File: src/rtl/fb_clear_scheduler.sv
// Frame-buffer port arbiter: a raster-order background-restore sweep (1-bit RAM
// expanded to CW bits) preempts single-pixel writes from the draw client.
module fb_clear_scheduler #(
   parameter int H_PIX = 160,
   parameter int V_PIX = 120,
   parameter int CW    = 12
) (
   input  logic          clk,
   input  logic          resetn,
   input  logic          frame_start,
   output logic [14:0]   bg_addr,
   input  logic          bg_q,
   input  logic          draw_req,
   input  logic [7:0]    draw_x,
   input  logic [7:0]    draw_y,
   input  logic [CW-1:0] draw_color,
   output logic          draw_ack,
   output logic          fb_we,
   output logic [7:0]    fb_x,
   output logic [7:0]    fb_y,
   output logic [CW-1:0] fb_color,
   output logic          busy,
   output logic          clear_done
);

   typedef enum logic [1:0] {
      S_IDLE,
      S_CLEAR,
      S_FLUSH
   } state_t;

   localparam logic [7:0]  X_LAST = 8'(H_PIX - 1);
   localparam logic [7:0]  Y_LAST = 8'(V_PIX - 1);
   localparam logic [14:0] LINE   = 15'(H_PIX);

   state_t        r_state,  w_state_nxt;
   logic [7:0]    r_x,      w_x_nxt;
   logic [7:0]    r_y,      w_y_nxt;
   logic          r_we,     w_we_nxt;
   logic          r_src_bg, w_src_bg_nxt;
   logic [7:0]    r_fb_x,   w_fb_x_nxt;
   logic [7:0]    r_fb_y,   w_fb_y_nxt;
   logic [CW-1:0] r_color,  w_color_nxt;
   logic          r_ack,    w_ack_nxt;
   logic          r_done,   w_done_nxt;

   logic          w_last_pix;
   logic          w_draw_in_range;
   logic [CW-1:0] w_bg_color;

   assign w_bg_color      = {CW{bg_q}};
   assign w_last_pix      = (r_x == X_LAST) && (r_y == Y_LAST);
   assign w_draw_in_range = (draw_x <= X_LAST) && (draw_y <= Y_LAST);
   assign bg_addr         = 15'(r_y) * LINE + 15'(r_x);

   always_comb begin
      // NOTE: every signal gets a default first so no branch can infer a latch.
      w_state_nxt  = r_state;
      w_x_nxt      = r_x;
      w_y_nxt      = r_y;
      w_we_nxt     = 1'b0;
      w_src_bg_nxt = r_src_bg;
      w_fb_x_nxt   = r_fb_x;
      w_fb_y_nxt   = r_fb_y;
      w_color_nxt  = r_color;
      w_ack_nxt    = 1'b0;
      w_done_nxt   = 1'b0;

      // Capture the RAM pixel on screen so fb_color still holds it after fb_we drops.
      if (r_we && r_src_bg) begin
         w_color_nxt = w_bg_color;
      end

      case (r_state)
         S_IDLE: begin
            if (frame_start) begin
               w_state_nxt = S_CLEAR;
               w_x_nxt     = '0;
               w_y_nxt     = '0;
            end else if (draw_req) begin
               w_ack_nxt = 1'b1;
               if (w_draw_in_range) begin
                  w_we_nxt     = 1'b1;
                  w_src_bg_nxt = 1'b0;
                  w_fb_x_nxt   = draw_x;
                  w_fb_y_nxt   = draw_y;
                  w_color_nxt  = draw_color;
               end
            end
         end

         S_CLEAR: begin
            w_we_nxt     = 1'b1;
            w_src_bg_nxt = 1'b1;
            w_fb_x_nxt   = r_x;
            w_fb_y_nxt   = r_y;
            if (frame_start) begin
               w_x_nxt = '0;
               w_y_nxt = '0;
            end else if (w_last_pix) begin
               w_state_nxt = S_FLUSH;
               w_x_nxt     = '0;
               w_y_nxt     = '0;
            end else if (r_x == X_LAST) begin
               w_x_nxt = '0;
               w_y_nxt = r_y + 8'd1;
            end else begin
               w_x_nxt = r_x + 8'd1;
            end
         end

         S_FLUSH: begin
            if (frame_start) begin
               w_state_nxt = S_CLEAR;
               w_x_nxt     = '0;
               w_y_nxt     = '0;
            end else begin
               w_state_nxt = S_IDLE;
               w_done_nxt  = 1'b1;
            end
         end

         default: begin
            w_state_nxt = S_IDLE;
         end
      endcase
   end

   // NOTE: non-blocking assignments so every register updates from pre-edge values.
   always_ff @(posedge clk or negedge resetn) begin
      if (!resetn) begin
         r_state  <= S_IDLE;
         r_x      <= '0;
         r_y      <= '0;
         r_we     <= 1'b0;
         r_src_bg <= 1'b0;
         r_fb_x   <= '0;
         r_fb_y   <= '0;
         r_color  <= '0;
         r_ack    <= 1'b0;
         r_done   <= 1'b0;
      end else begin
         r_state  <= w_state_nxt;
         r_x      <= w_x_nxt;
         r_y      <= w_y_nxt;
         r_we     <= w_we_nxt;
         r_src_bg <= w_src_bg_nxt;
         r_fb_x   <= w_fb_x_nxt;
         r_fb_y   <= w_fb_y_nxt;
         r_color  <= w_color_nxt;
         r_ack    <= w_ack_nxt;
         r_done   <= w_done_nxt;
      end
   end

   assign fb_we      = r_we;
   assign fb_x       = r_fb_x;
   assign fb_y       = r_fb_y;
   assign fb_color   = (r_we && r_src_bg) ? w_bg_color : r_color;
   assign draw_ack   = r_ack;
   assign clear_done = r_done;
   assign busy       = (r_state != S_IDLE);

endmodule
File: config.mk
export PLATFORM = sky130hd
export DESIGN_NAME = fb_clear_scheduler
export DESIGN_NICKNAME = d
export VERILOG_FILES = /design/src/rtl/fb_clear_scheduler.sv
export SDC_FILE = /design/constraint.sdc
export NUM_CORES = 1
export LEC_CHECK = 0
export BUFFER_PORTS_ARGS = -buffer_cell sky130_fd_sc_hd__buf_2
export CAP_MARGIN = 40
export CORE_ASPECT_RATIO = 2
export CORE_MARGIN = 2
export CORE_UTILIZATION = 40
export CTS_CLUSTER_DIAMETER = 50
export DETAILED_ROUTE_END_ITERATION = 12
export GPL_TIMING_DRIVEN = 1
export PLACE_DENSITY = 0.66
export SYNTH_ARGS = -nofsm -noshare
export SYNTH_HDL_FRONTEND = slang
export SYNTH_SLANG_ARGS = --single-unit
export TNS_END_PERCENT = 5
File: constraint.sdc
create_clock -name clk -period 2.48 [get_ports clk]
set_clock_uncertainty 0.15 [all_clocks]
set_input_delay 0.124 -clock clk [delete_from_list [all_inputs] [get_ports clk]]
set_output_delay 0.124 -clock clk [all_outputs]
set_load 0.05 [all_outputs]
==> impl_metrics.toml <==
[setup_path]
arrival_ns = 2.76
start_kind = "flip-flop"
cp_cell_sequence = "ha_4, ha_4, inv_2, fa_2, nor4b_4, nor2b_4, nand4_1, xnor2_4, buf_6"
crit_slowest_cell = "fa_2"
r2r_end = "r_color[9]$_DFF_PN0_"
critPathMaxStageDelay_ns = 0.45
path_depth = 9
reg2reg_setup_slack_ns = 0.34
crit_required_ns = 2.21
critPathMaxFanout = 4
cp_common_cell = "ha_4"
worst-path-buf-inv = 2
r2r_cells = 3
cp-end-kind = "output pin"
cp-endpoint = "bg_addr[14]"
critPathKind = "reg -> out"
cp-startpoint = "r_y[3]$_DFFE_PN0P_"
crit_family = "adder cells"
reg2reg_from = "r_state[0]$_DFFE_PN0P_"

[cells_and_area]
diodes = 0
syn2layout_area_growth_pct = 44.9
multiInputGateArea_sq_um = 1720
seqCellArea_sq_um = 1250
nets = 492
utilization = 0.598
drive_above_1_share = 0.340
fillers = 617

[clock_network]
path_clk_slew_ns = 0.07
cts_tree = "built"
numCtsBuffers = 5
clockBufferDepth = 2
insertion_delay_ns = 0.29
cts_root_buf = "clkbuf_16"
htreeDepth = 2
cts.sinks = 50

[synth]
synth-seq-cells = 50
synth_edf_count = 0
ys_seq_area_frac = 0.421
synthesis.area_sq_um = 2970
synth_cell_types = 48
syn_avg_cell_area_sq_um = 9.66
ys.flop_type = "dfrtp_1"
syn_nets = 360
yosys_warnings = 0
synthArstFlopShare = 1.00
netlist_instances = 308

[power]
pwr-share-clk = 0.454
ir_drop_mv = 0.219
pwr-share-comb = 0.108
leakagePower_nw = 2.27
power_frac_seq = 0.438
power_switching_mw = 0.442
switching_share = 0.229
p_total_mw = 1.93
power_density_nw_per_um2 = 448
intPower_mw = 1.49

[worst_hold_path]
worstHoldPathType = "in -> reg"

[detailed_routing]
drt-total-wl_microns = 8090
wl_per_cell_microns = 15.2
final_antenna_net_count = 0
firstDrtPassIters = 4
avgViaCountPerCell = 5.22
vias = 2784
drc = 0
drtIter0Drc = 177

[timing]
setup_slack_ns = -0.555
rsz0062_at_grt = "true"
drv_slew = 0
fin_crit_sh = 1.22
hold_viol_final = 0
worst_slew_pin_slew_ns = 0.871
max_freq_ghz = 0.329
setup_viol_count_final = 5
fin_setup_tns_ns = -2.06
slew_headroom = 0.419
fin_crit_ns = 3.04

[die]
start_util = 0.412
io_pins = 80
die_w_microns = 65.0
core_area_sq_um = 7210
rows = 44
dieArea_sq_um = 8180
die_y_microns = 126

[run]
drv_cap = 0

[global_route]
use_met2 = 0.381
grt.total_usage = 0.199
overflow = 0
grt_max_degree = 51
use_met1 = 0.206
grt_pass1_wl_microns = 12800
met3_usage = 0.0259
grt_pass1_vias = 2798
antenna_found_initial = 0
busiest_layer = "met2"

[status]
outcome = "complete, but fails checks"
violations = "negative setup slack"

[place]
dpl.hpwl_microns = 5870
place.gp.congestion = 0.836
io_buffers = 79
post-place-ws_ns = -0.450
==> cell usage after synthesis, types with 2 or more instances <==
| library cell | count | share of area |
|---|---|---|
| nand2_1 | 18 | 0.023 |
| fa_1 | 2 | 0.013 |
| o211ai_1 | 2 | 0.0050 |
| buf_4 | 6 | 0.015 |
| mux2_1 | 12 | 0.045 |
| nand4_1 | 6 | 0.013 |
| nor2_1 | 35 | 0.044 |
| or2_1 | 3 | 0.0063 |
| nor2b_1 | 4 | 0.0084 |
| nor3b_1 | 3 | 0.0076 |
| nor3_1 | 3 | 0.0050 |
| a31oi_1 | 7 | 0.015 |
| a21oi_1 | 15 | 0.025 |
| and3_1 | 7 | 0.015 |
| o22ai_1 | 9 | 0.019 |
| and3b_1 | 2 | 0.0059 |
| mux2i_1 | 7 | 0.024 |
| dfrtp_1 | 50 | 0.42 |
| inv_1 | 12 | 0.015 |
| nand3_1 | 6 | 0.010 |
| o21ai_0 | 12 | 0.020 |
| nand2b_1 | 4 | 0.0084 |
| a32o_1 | 3 | 0.010 |
| clkbuf_1 | 5 | 0.0063 |
| o31ai_1 | 3 | 0.0076 |
| xnor2_1 | 7 | 0.021 |
| xor2_1 | 4 | 0.012 |
| buf_2 | 7 | 0.012 |
| a211oi_1 | 2 | 0.0050 |
| a21o_1 | 13 | 0.033 |
| ha_1 | 17 | 0.072 |
| o21ai_1 | 6 | 0.010 |
==> worst reg2reg max path, delay by kind of cell, from the launching register on <==
family,cells,cell delay [ns]
simple gates,2,0.88
flops,1,0.57
mux,1,0.41
==> worst min-delay path by stage <==
stage,start,depth (start not counted),endpoint
floorplan,resetn,0,clear_done$_DFF_PN0_
global placement,resetn,2,fb_x[1]$_DFFE_PN0P_
detailed placement,resetn,2,fb_x[1]$_DFFE_PN0P_
CTS,draw_y[6],3,fb_y[6]$_DFFE_PN0P_
global route,draw_y[6],3,fb_y[6]$_DFFE_PN0P_
finish,draw_y[6],3,fb_y[6]$_DFFE_PN0P_
==> cell type report <==
type,instances,area share
Multi-Input combinational cell,226,0.400
Sequential cell,50,0.290
Timing Repair Buffer,144,0.227
Clock buffer,5,0.0290
Tap cell,92,0.0267
Clock inverter,3,0.0160
Inverter,13,0.0113
==> power groups by stage <==
stage          Clock (mW)  Combinational, mW  Sequential, mW
2_1_floorplan           0              0.101           0.872
6_report            0.876              0.208           0.846
3_3_place_gp            0              0.177           0.860
5_1_grt             0.935              0.223           0.847
4_1_cts             0.899              0.208           0.845
3_5_place_dp            0              0.179           0.861
==> routing by layer <==
metal	vias to the layer above	routed length [microns]
li1	1363	-
met1	1321	2960
met2	87	4570
met3	13	354
met4	0	202
met5	-	0
==> cell usage in the layout, fill, tap and decap left out, types with 3 or more instances in the layout <==
cell           count
inv_1             11
clkbuf_16          5
nor2b_1            3
dfrtp_1           50
a21o_1            13
o22ai_1            9
xnor2_1            3
or2_1              3
nand2b_1           4
nor3b_1            3
buf_6              5
nand3_1            5
nor3_1             3
buf_2             73
a21oi_1           14
mux2_1            12
o21ai_0           10
ha_1              15
nand4_1            6
nor2_1            35
a32o_1             3
nand2_1           18
mux2i_1            7
a31oi_1            7
and3_1             7
buf_4             42
o31ai_1            3
o21ai_1            7
dlygate4sd3_1     24
==> registers in the layout (all words and copies together), names as in the netlist <==
| name | cells |
|---|---|
| draw_ack | 1 |
| r_y | 8 |
| r_state | 2 |
| r_color | 12 |
| r_x | 8 |
| fb_we | 1 |
| r_src_bg | 1 |
| fb_x | 8 |
| fb_y | 8 |
| clear_done | 1 |
==> cells by family after synthesis <==
logic type | count (synthesis) | synth area share
DFF | 50 | 0.421
xor gates and xnor gates | 11 | 0.0324
AOI/OAI and AO/OA | 79 | 0.170
adders and majority gates | 19 | 0.0850
and+or+nand+nor | 97 | 0.165
muxes | 20 | 0.0728
buffers and inverters | 32 | 0.0534
==> repair_timing <==
action / 4_1_cts / 5_1_grt
hold buffers: 24 / 0
endpoints found under the hold margin: 72 / 0
pin swaps: 1 / 6
setup buffers: 2 / 1
resized for setup: 14 / 11
setup endpoints to repair: 6 / 7
==> metrics by stage <==
step | area [sq um] | cells | hold slack, ns
after floorplan | 3060 | 308 | -0.322
after global placement | 3740 | 498 | 0.122
after detailed placement | 3740 | 498 | 0.118
after CTS | 4250 | 532 | 0.00694
after global routing | 4310 | 533 | 0.0297
final | 4310 | 533 | 0.0125
Note: power is estimated with default switching activity, not from simulation.
